## src/rtl/bus_arbiter4_pkg.sv

```systemverilog
// -----------------------------------------------------------------------------
// bus_arbiter4_pkg
// Shared definitions for the four-way round-robin bus arbiter:
//   - FSM state encoding (ARB_IDLE / ARB_GRANT)
//   - requester count and index width
//   - rr_pick(): round-robin winner search starting at a priority pointer
// -----------------------------------------------------------------------------
package bus_arbiter4_pkg;

   localparam int NUM_REQ = 4;
   localparam int IDX_W   = 2;

   typedef enum logic {
      ARB_IDLE  = 1'b0,
      ARB_GRANT = 1'b1
   } arb_state_e;

   // First set request bit in the order ptr, ptr+1, ptr+2, ptr+3 (mod 4).
   // The index arithmetic wraps naturally in IDX_W bits.
   // Returns ptr when nothing is requested; callers gate on |req.
   function automatic logic [IDX_W-1:0] rr_pick(input logic [NUM_REQ-1:0] req,
                                                 input logic [IDX_W-1:0]   ptr);
      logic [IDX_W-1:0] idx;
      logic             found;
      rr_pick = ptr;
      found   = 1'b0;
      for (int i = 0; i < NUM_REQ; i++) begin
         idx = ptr + IDX_W'(i);
         if (!found && req[idx]) begin
            rr_pick = idx;
            found   = 1'b1;
         end
      end
   endfunction

endpackage

```

## src/rtl/bus_arbiter4_mux4.sv

```systemverilog
// -----------------------------------------------------------------------------
// mux4
// Four-way combinational data mux for the arbitrated datapath.
// Ports:
//   sel  in   2      select (index of granted / last granted requester)
//   d0-3 in   WIDTH  requester payloads
//   y    out  WIDTH  payload of requester sel
// -----------------------------------------------------------------------------
module mux4
   import bus_arbiter4_pkg::*;
#(
   parameter int WIDTH = 32
) (
   input  logic [IDX_W-1:0] sel,
   input  logic [WIDTH-1:0] d0,
   input  logic [WIDTH-1:0] d1,
   input  logic [WIDTH-1:0] d2,
   input  logic [WIDTH-1:0] d3,
   output logic [WIDTH-1:0] y
);

   always_comb begin
      y = d0;
      case (sel)
         2'd0:    y = d0;
         2'd1:    y = d1;
         2'd2:    y = d2;
         default: y = d3;
      endcase
   end

endmodule

```

## src/rtl/bus_arbiter4.sv

```systemverilog
// -----------------------------------------------------------------------------
// bus_arbiter4
// Round-robin arbiter sharing one WIDTH-bit resource among four requesters.
// A grant is held until done, until the owner drops its request, or until
// MAX_HOLD cycles have elapsed. Every release spends one cycle in IDLE.
// Ports:
//   clk      in   1      rising-edge clock
//   rst_n    in   1      asynchronous active-low reset
//   req      in   4      level requests, bit i = requester i
//   d0..d3   in   WIDTH  requester payloads
//   done     in   1      resource finished current transaction (GRANT only)
//   gnt      out  4      one-hot registered grant, zero when idle
//   sel      out  2      index of current / last granted requester
//   busy     out  1      high while in GRANT
//   timeout  out  1      one-cycle pulse after a MAX_HOLD forced release
//   y        out  WIDTH  payload of requester sel (combinational)
// -----------------------------------------------------------------------------
module bus_arbiter4
   import bus_arbiter4_pkg::*;
#(
   parameter int WIDTH    = 32,
   parameter int MAX_HOLD = 16
) (
   input  logic                 clk,
   input  logic                 rst_n,
   input  logic [NUM_REQ-1:0]   req,
   input  logic [WIDTH-1:0]     d0,
   input  logic [WIDTH-1:0]     d1,
   input  logic [WIDTH-1:0]     d2,
   input  logic [WIDTH-1:0]     d3,
   input  logic                 done,
   output logic [NUM_REQ-1:0]   gnt,
   output logic [IDX_W-1:0]     sel,
   output logic                 busy,
   output logic                 timeout,
   output logic [WIDTH-1:0]     y
);

   // Hold counter is at least one bit wide so MAX_HOLD=1 still elaborates;
   // in that case it sits at 0, which already equals the last-cycle value.
   localparam int               HCW       = (MAX_HOLD > 1) ? $clog2(MAX_HOLD) : 1;
   localparam logic [HCW-1:0]   HOLD_LAST = HCW'(MAX_HOLD - 1);

   arb_state_e                  state_q, state_d;
   logic [NUM_REQ-1:0]          gnt_q,   gnt_d;
   logic [IDX_W-1:0]            sel_q,   sel_d;
   logic [IDX_W-1:0]            ptr_q,   ptr_d;
   logic [HCW-1:0]              cnt_q,   cnt_d;
   logic                        tmo_q,   tmo_d;

   logic [IDX_W-1:0]            winner;
   logic                        owner_req;
   logic                        expired;

   assign winner    = rr_pick(req, ptr_q);
   assign owner_req = req[sel_q];
   assign expired   = (cnt_q == HOLD_LAST);

   always_ff @(posedge clk or negedge rst_n) begin
      if (!rst_n) begin
         state_q <= ARB_IDLE;
         gnt_q   <= '0;
         sel_q   <= '0;
         ptr_q   <= '0;
         cnt_q   <= '0;
         tmo_q   <= 1'b0;
      end else begin
         state_q <= state_d;
         gnt_q   <= gnt_d;
         sel_q   <= sel_d;
         ptr_q   <= ptr_d;
         cnt_q   <= cnt_d;
         tmo_q   <= tmo_d;
      end
   end

   always_comb begin
      state_d = state_q;
      gnt_d   = gnt_q;
      sel_d   = sel_q;
      ptr_d   = ptr_q;
      cnt_d   = cnt_q;
      tmo_d   = 1'b0;
      case (state_q)
         ARB_IDLE: begin
            if (|req) begin
               state_d = ARB_GRANT;
               sel_d   = winner;
               gnt_d   = NUM_REQ'(1) << winner;
               cnt_d   = '0;
            end
         end
         ARB_GRANT: begin
            // done beats abandonment beats expiry; timeout only flags
            // a release that nothing else would have caused.
            if (done || !owner_req || expired) begin
               state_d = ARB_IDLE;
               gnt_d   = '0;
               ptr_d   = sel_q + IDX_W'(1);
               tmo_d   = !done && owner_req;
            end else begin
               cnt_d   = cnt_q + HCW'(1);
            end
         end
         default: begin
            state_d = ARB_IDLE;
            gnt_d   = '0;
         end
      endcase
   end

   assign gnt     = gnt_q;
   assign sel     = sel_q;
   assign busy    = (state_q == ARB_GRANT);
   assign timeout = tmo_q;

   mux4 #(.WIDTH(WIDTH)) u_mux (
      .sel (sel_q),
      .d0  (d0),
      .d1  (d1),
      .d2  (d2),
      .d3  (d3),
      .y   (y)
   );

endmodule

```

## config.mk

```make
export PLATFORM = sky130hd
export DESIGN_NAME = bus_arbiter4
export DESIGN_NICKNAME = d
export VERILOG_FILES = /design/src/rtl/bus_arbiter4_pkg.sv /design/src/rtl/bus_arbiter4_mux4.sv /design/src/rtl/bus_arbiter4.sv
export SDC_FILE = /design/constraint.sdc
export NUM_CORES = 1
export LEC_CHECK = 0
export BUFFER_PORTS_ARGS = -buffer_cell sky130_fd_sc_hd__buf_4
export CAP_MARGIN = 20
export CORE_UTILIZATION = 32
export DETAILED_ROUTE_END_ITERATION = 16
export GPL_ROUTABILITY_DRIVEN = 1
export GPL_TIMING_DRIVEN = 0
export PLACE_DENSITY = 0.79
export SLEW_MARGIN = 30
export SYNTH_ARGS = -nofsm -noshare
export SYNTH_HDL_FRONTEND = slang
export SYNTH_HIERARCHICAL = 1
export SYNTH_SLANG_ARGS = --single-unit
```

## constraint.sdc

```tcl
create_clock -name clk -period 1.7 [get_ports clk]
set_clock_uncertainty 0.15 [all_clocks]
set_input_delay 0.255 -clock clk [delete_from_list [all_inputs] [get_ports clk]]
set_output_delay 0.255 -clock clk [all_outputs]
set_load 0.03 [all_outputs]
```

==> flow_metrics.py <==
metrics = {
    "worst_setup_path": {
        "crit_arrival_ns": 1.60,
        "cp_max_fo": 8,
        "critPathCaptureType": "primary output",
        "crit_required_ns": 1.29,
        "start_kind": "flop",
        "path_class": "reg -> out",
        "worst-r2r-cell-count": 5,
    },
    "detailed_routing": {
        "remaining_drc_errors": 0,
        "drt_wl_total_microns": 6940,
        "wire_per_inst_microns": 18.7,
        "drt.antenna.violating_nets": 0,
        "viasPerCell": 5.13,
        "firstDrtPassIters": 4,
        "vias": 1903,
        "drt_iter0_drc": 40,
    },
    "sta": {
        "drv_slew": 0,
        "rsz0062_at_grt": "yes",
        "slew_headroom_pct": 71.1,
        "tightest_slew_ns": 0.430,
        "layout_min_cycle_time_ns": 2.01,
        "finalSetupViolations": 33,
        "worst_hold_slack_ns": 0.237,
        "fin_setup_tns_ns": -9.24,
        "layout_setup_ws_ns": -0.306,
        "max_freq_ghz": 0.498,
        "timing.final.crit_share_pct": 118,
        "hold_violations": 0,
    },
    "status": {
        "status": "finished with violations",
        "violations": "negative setup slack",
    },
    "synthesis": {
        "synth.area.top_cells": "mux4_2 42%, dfrtp_1 22%, buf_12 3.7%",
        "yosysSeqAreaShare_pct": 21.8,
        "async_reset_ff_share_pct": 100,
        "synth_nets": 251,
        "syn_avg_cell_area_sq_um": 13.9,
        "postSynthCellCount": 115,
        "ys.flop_type": "dfrtp_1",
        "synth_top_cell_by_area": "mux4_2",
        "netlist.area_leader.share_pct": 42.1,
        "yosysUniqueCellTypes": 33,
        "synth_warnings": 6,
        "synth_edf_count": 0,
        "synth_area_sq_mm": 0.00160,
        "synth_seq_cells": 14,
    },
    "final_layout": {
        "drive_above_1_share_pct": 79.3,
        "fillers": 356,
        "fin_nets": 441,
        "antenna_cells": 0,
        "synthToLayoutAreaGrowth_pct": 110,
        "final_common_cell": "buf_4",
        "mostFrequentLayoutCells": "147 x buf_4, 33 x buf_6, 32 x mux4_2",
    },
    "floorplan": {
        "fp-row-count": 25,
        "core_area_sq_mm": 0.00479,
        "die_h_microns": 72.8,
        "initial_core_util_pct": 33.5,
        "fp.dieArea_sq_mm": 0.00530,
        "io_pins": 175,
        "chipWidth_microns": 72.8,
    },
    "clock_network": {
        "clock_sinks": 14,
        "numCtsBuffers": 3,
        "clkLatencyLatePin_ns": 0.25,
        "cts_tree": "built",
        "path_clk_slew_ns": 0.06,
        "cts_max_path_buffers": 2,
        "root_buffer": "clkbuf_8",
        "cts_htree_levels": 1,
    },
    "power_and_ir_drop": {
        "p_leak_uw": 0.00160,
        "peakVddDrop_mv": 1.09,
        "p_per_area_mw_per_mm2": 1690,
    },
    "placed_design": {
        "hpwl_microns": 5610,
        "port_buffers": 174,
        "place.gp.congestion": 0.769,
    },
    "grt": {
        "track_usage_pct": 24.3,
        "grt_antenna_before_repair": 0,
        "grt-ovfl-total": 0,
        "grt_max_degree": 15,
        "grt_pass1_vias": 1898,
        "grt_pass1_wl_microns": 9560,
    },
    "min_path": {
        "hp-class": "in -> async",
    },
    "run": {
        "drv_cap": 0,
    },
}
## cells in the mapped netlist (2+ instances only)
master / n
mux4_2: 30
dfrtp_1: 14
nand2_1: 10
a21oi_1: 6
mux2i_1: 6
buf_2: 4
nand2b_1: 4
buf_12: 3
inv_1: 3
nor2_1: 3
o22ai_1: 3
a21o_1: 2
mux4_1: 2
nand3_2: 2
nand4_1: 2
o22a_1: 2
o2bb2ai_1: 2
or2_1: 2
## report_power, final
group	internal [uW]	switching [uW]	total (uW)
Sequential	466	146	612
Clock	206	134	339
Combinational	2490	2250	4740
Total	3170	2530	5690
## per-layer routing
layer / routed length, microns / share of wire (%) / vias up / track usage, %
met5: 0 / 0 / - / 0
met4: 209 / 3.0 / 0 / 10.7
met3: 566 / 8.2 / 21 / 6.35
met2: 3630 / 52 / 98 / 42.0
met1: 2540 / 37 / 926 / 28.3
li1: - / - / 858 / -
## worst max-delay path, cell delays in order (launching register included)
cell,delay (ns)
dfrtp_2,0.38
buf_12,0.15
clkbuf_16,0.15
mux4_2,0.50
buf_6,0.16
## what timing repair did
item / CTS / global route
resized for setup: 37 / 4
buffers inserted: 5 / 2
pin swaps: 1 / 2
gates cloned: 0 / 3
hold buffers: 1 / 0
endpoints found under the hold margin: 14 / 0
setup endpoints to repair: 33 / 40
## flip-flops by register name, indices dropped and copies added (netlist names)
name and cells:
busy 1, cnt_q 4, gnt 4, ptr_q 2
sel 2, timeout 1
## per-stage QoR
step | worst slack (ns) | total power [uW] | cells | instance area (sq um) | utilization, %
CTS | -0.309 | 5470 | 366 | 3250 | 68.0
floorplan | -0.116 | 3320 | 115 | 1610 | -
global placement | -0.176 | 4550 | 356 | 3000 | 62.8
global route | -0.339 | 5940 | 371 | 3360 | 70.2
detailed placement | -0.167 | 4610 | 356 | 3000 | 62.8
finish | -0.306 | 5690 | 371 | 3360 | 70.2
## path summary, 6_finish.rpt
| path | from | end | slack [ns] |
|---|---|---|---|
| setup / recovery | sel[0]$_DFFE_PN0P_ | y[18] | -0.31 |
| hold / removal | rst_n | gnt[0]$_DFFE_PN0P_ | 0.24 |
| setup reg to reg | sel[0]$_DFFE_PN0P_ | ptr_q[1]$_DFFE_PN0P_ | -0.03 |
| hold reg to reg | cnt_q[0]$_DFFE_PN0P_ | cnt_q[0]$_DFFE_PN0P_ | 0.37 |
| max in group asynchronous | rst_n | sel[1]$_DFFE_PN0P_ | 0.98 |
| min in group clk | done | timeout$_DFF_PN0_ | 0.28 |
## kinds of logic (layout without fill, tap and decap cells)
logic type	count (synthesis)	after routing	share of synthesized area [%]
AOI/OAI and AO/OA	22	22	10.9
xor gates and xnor gates	1	1	0.546
adders and majority gates	1	1	0.780
buffers and inverters	11	200	6.40
DFF	14	14	21.8
muxes	39	39	50.1
and+or+nand+nor	27	27	9.44
## layout make-up
type                            instances  area (sq um)  share of cell area (%)
Inverter                                3          11.3                   0.335
Sequential cell                        14           353                    10.5
Tap cell                               67          83.8                    2.49
Buffer                                  8           100                    2.98
Timing Repair Buffer                  185          1580                    47.0
Multi-Input combinational cell         90          1180                    35.0
Clock buffer                            4          55.1                    1.64
No activity file was read; power rests on OpenSTA's default activity.
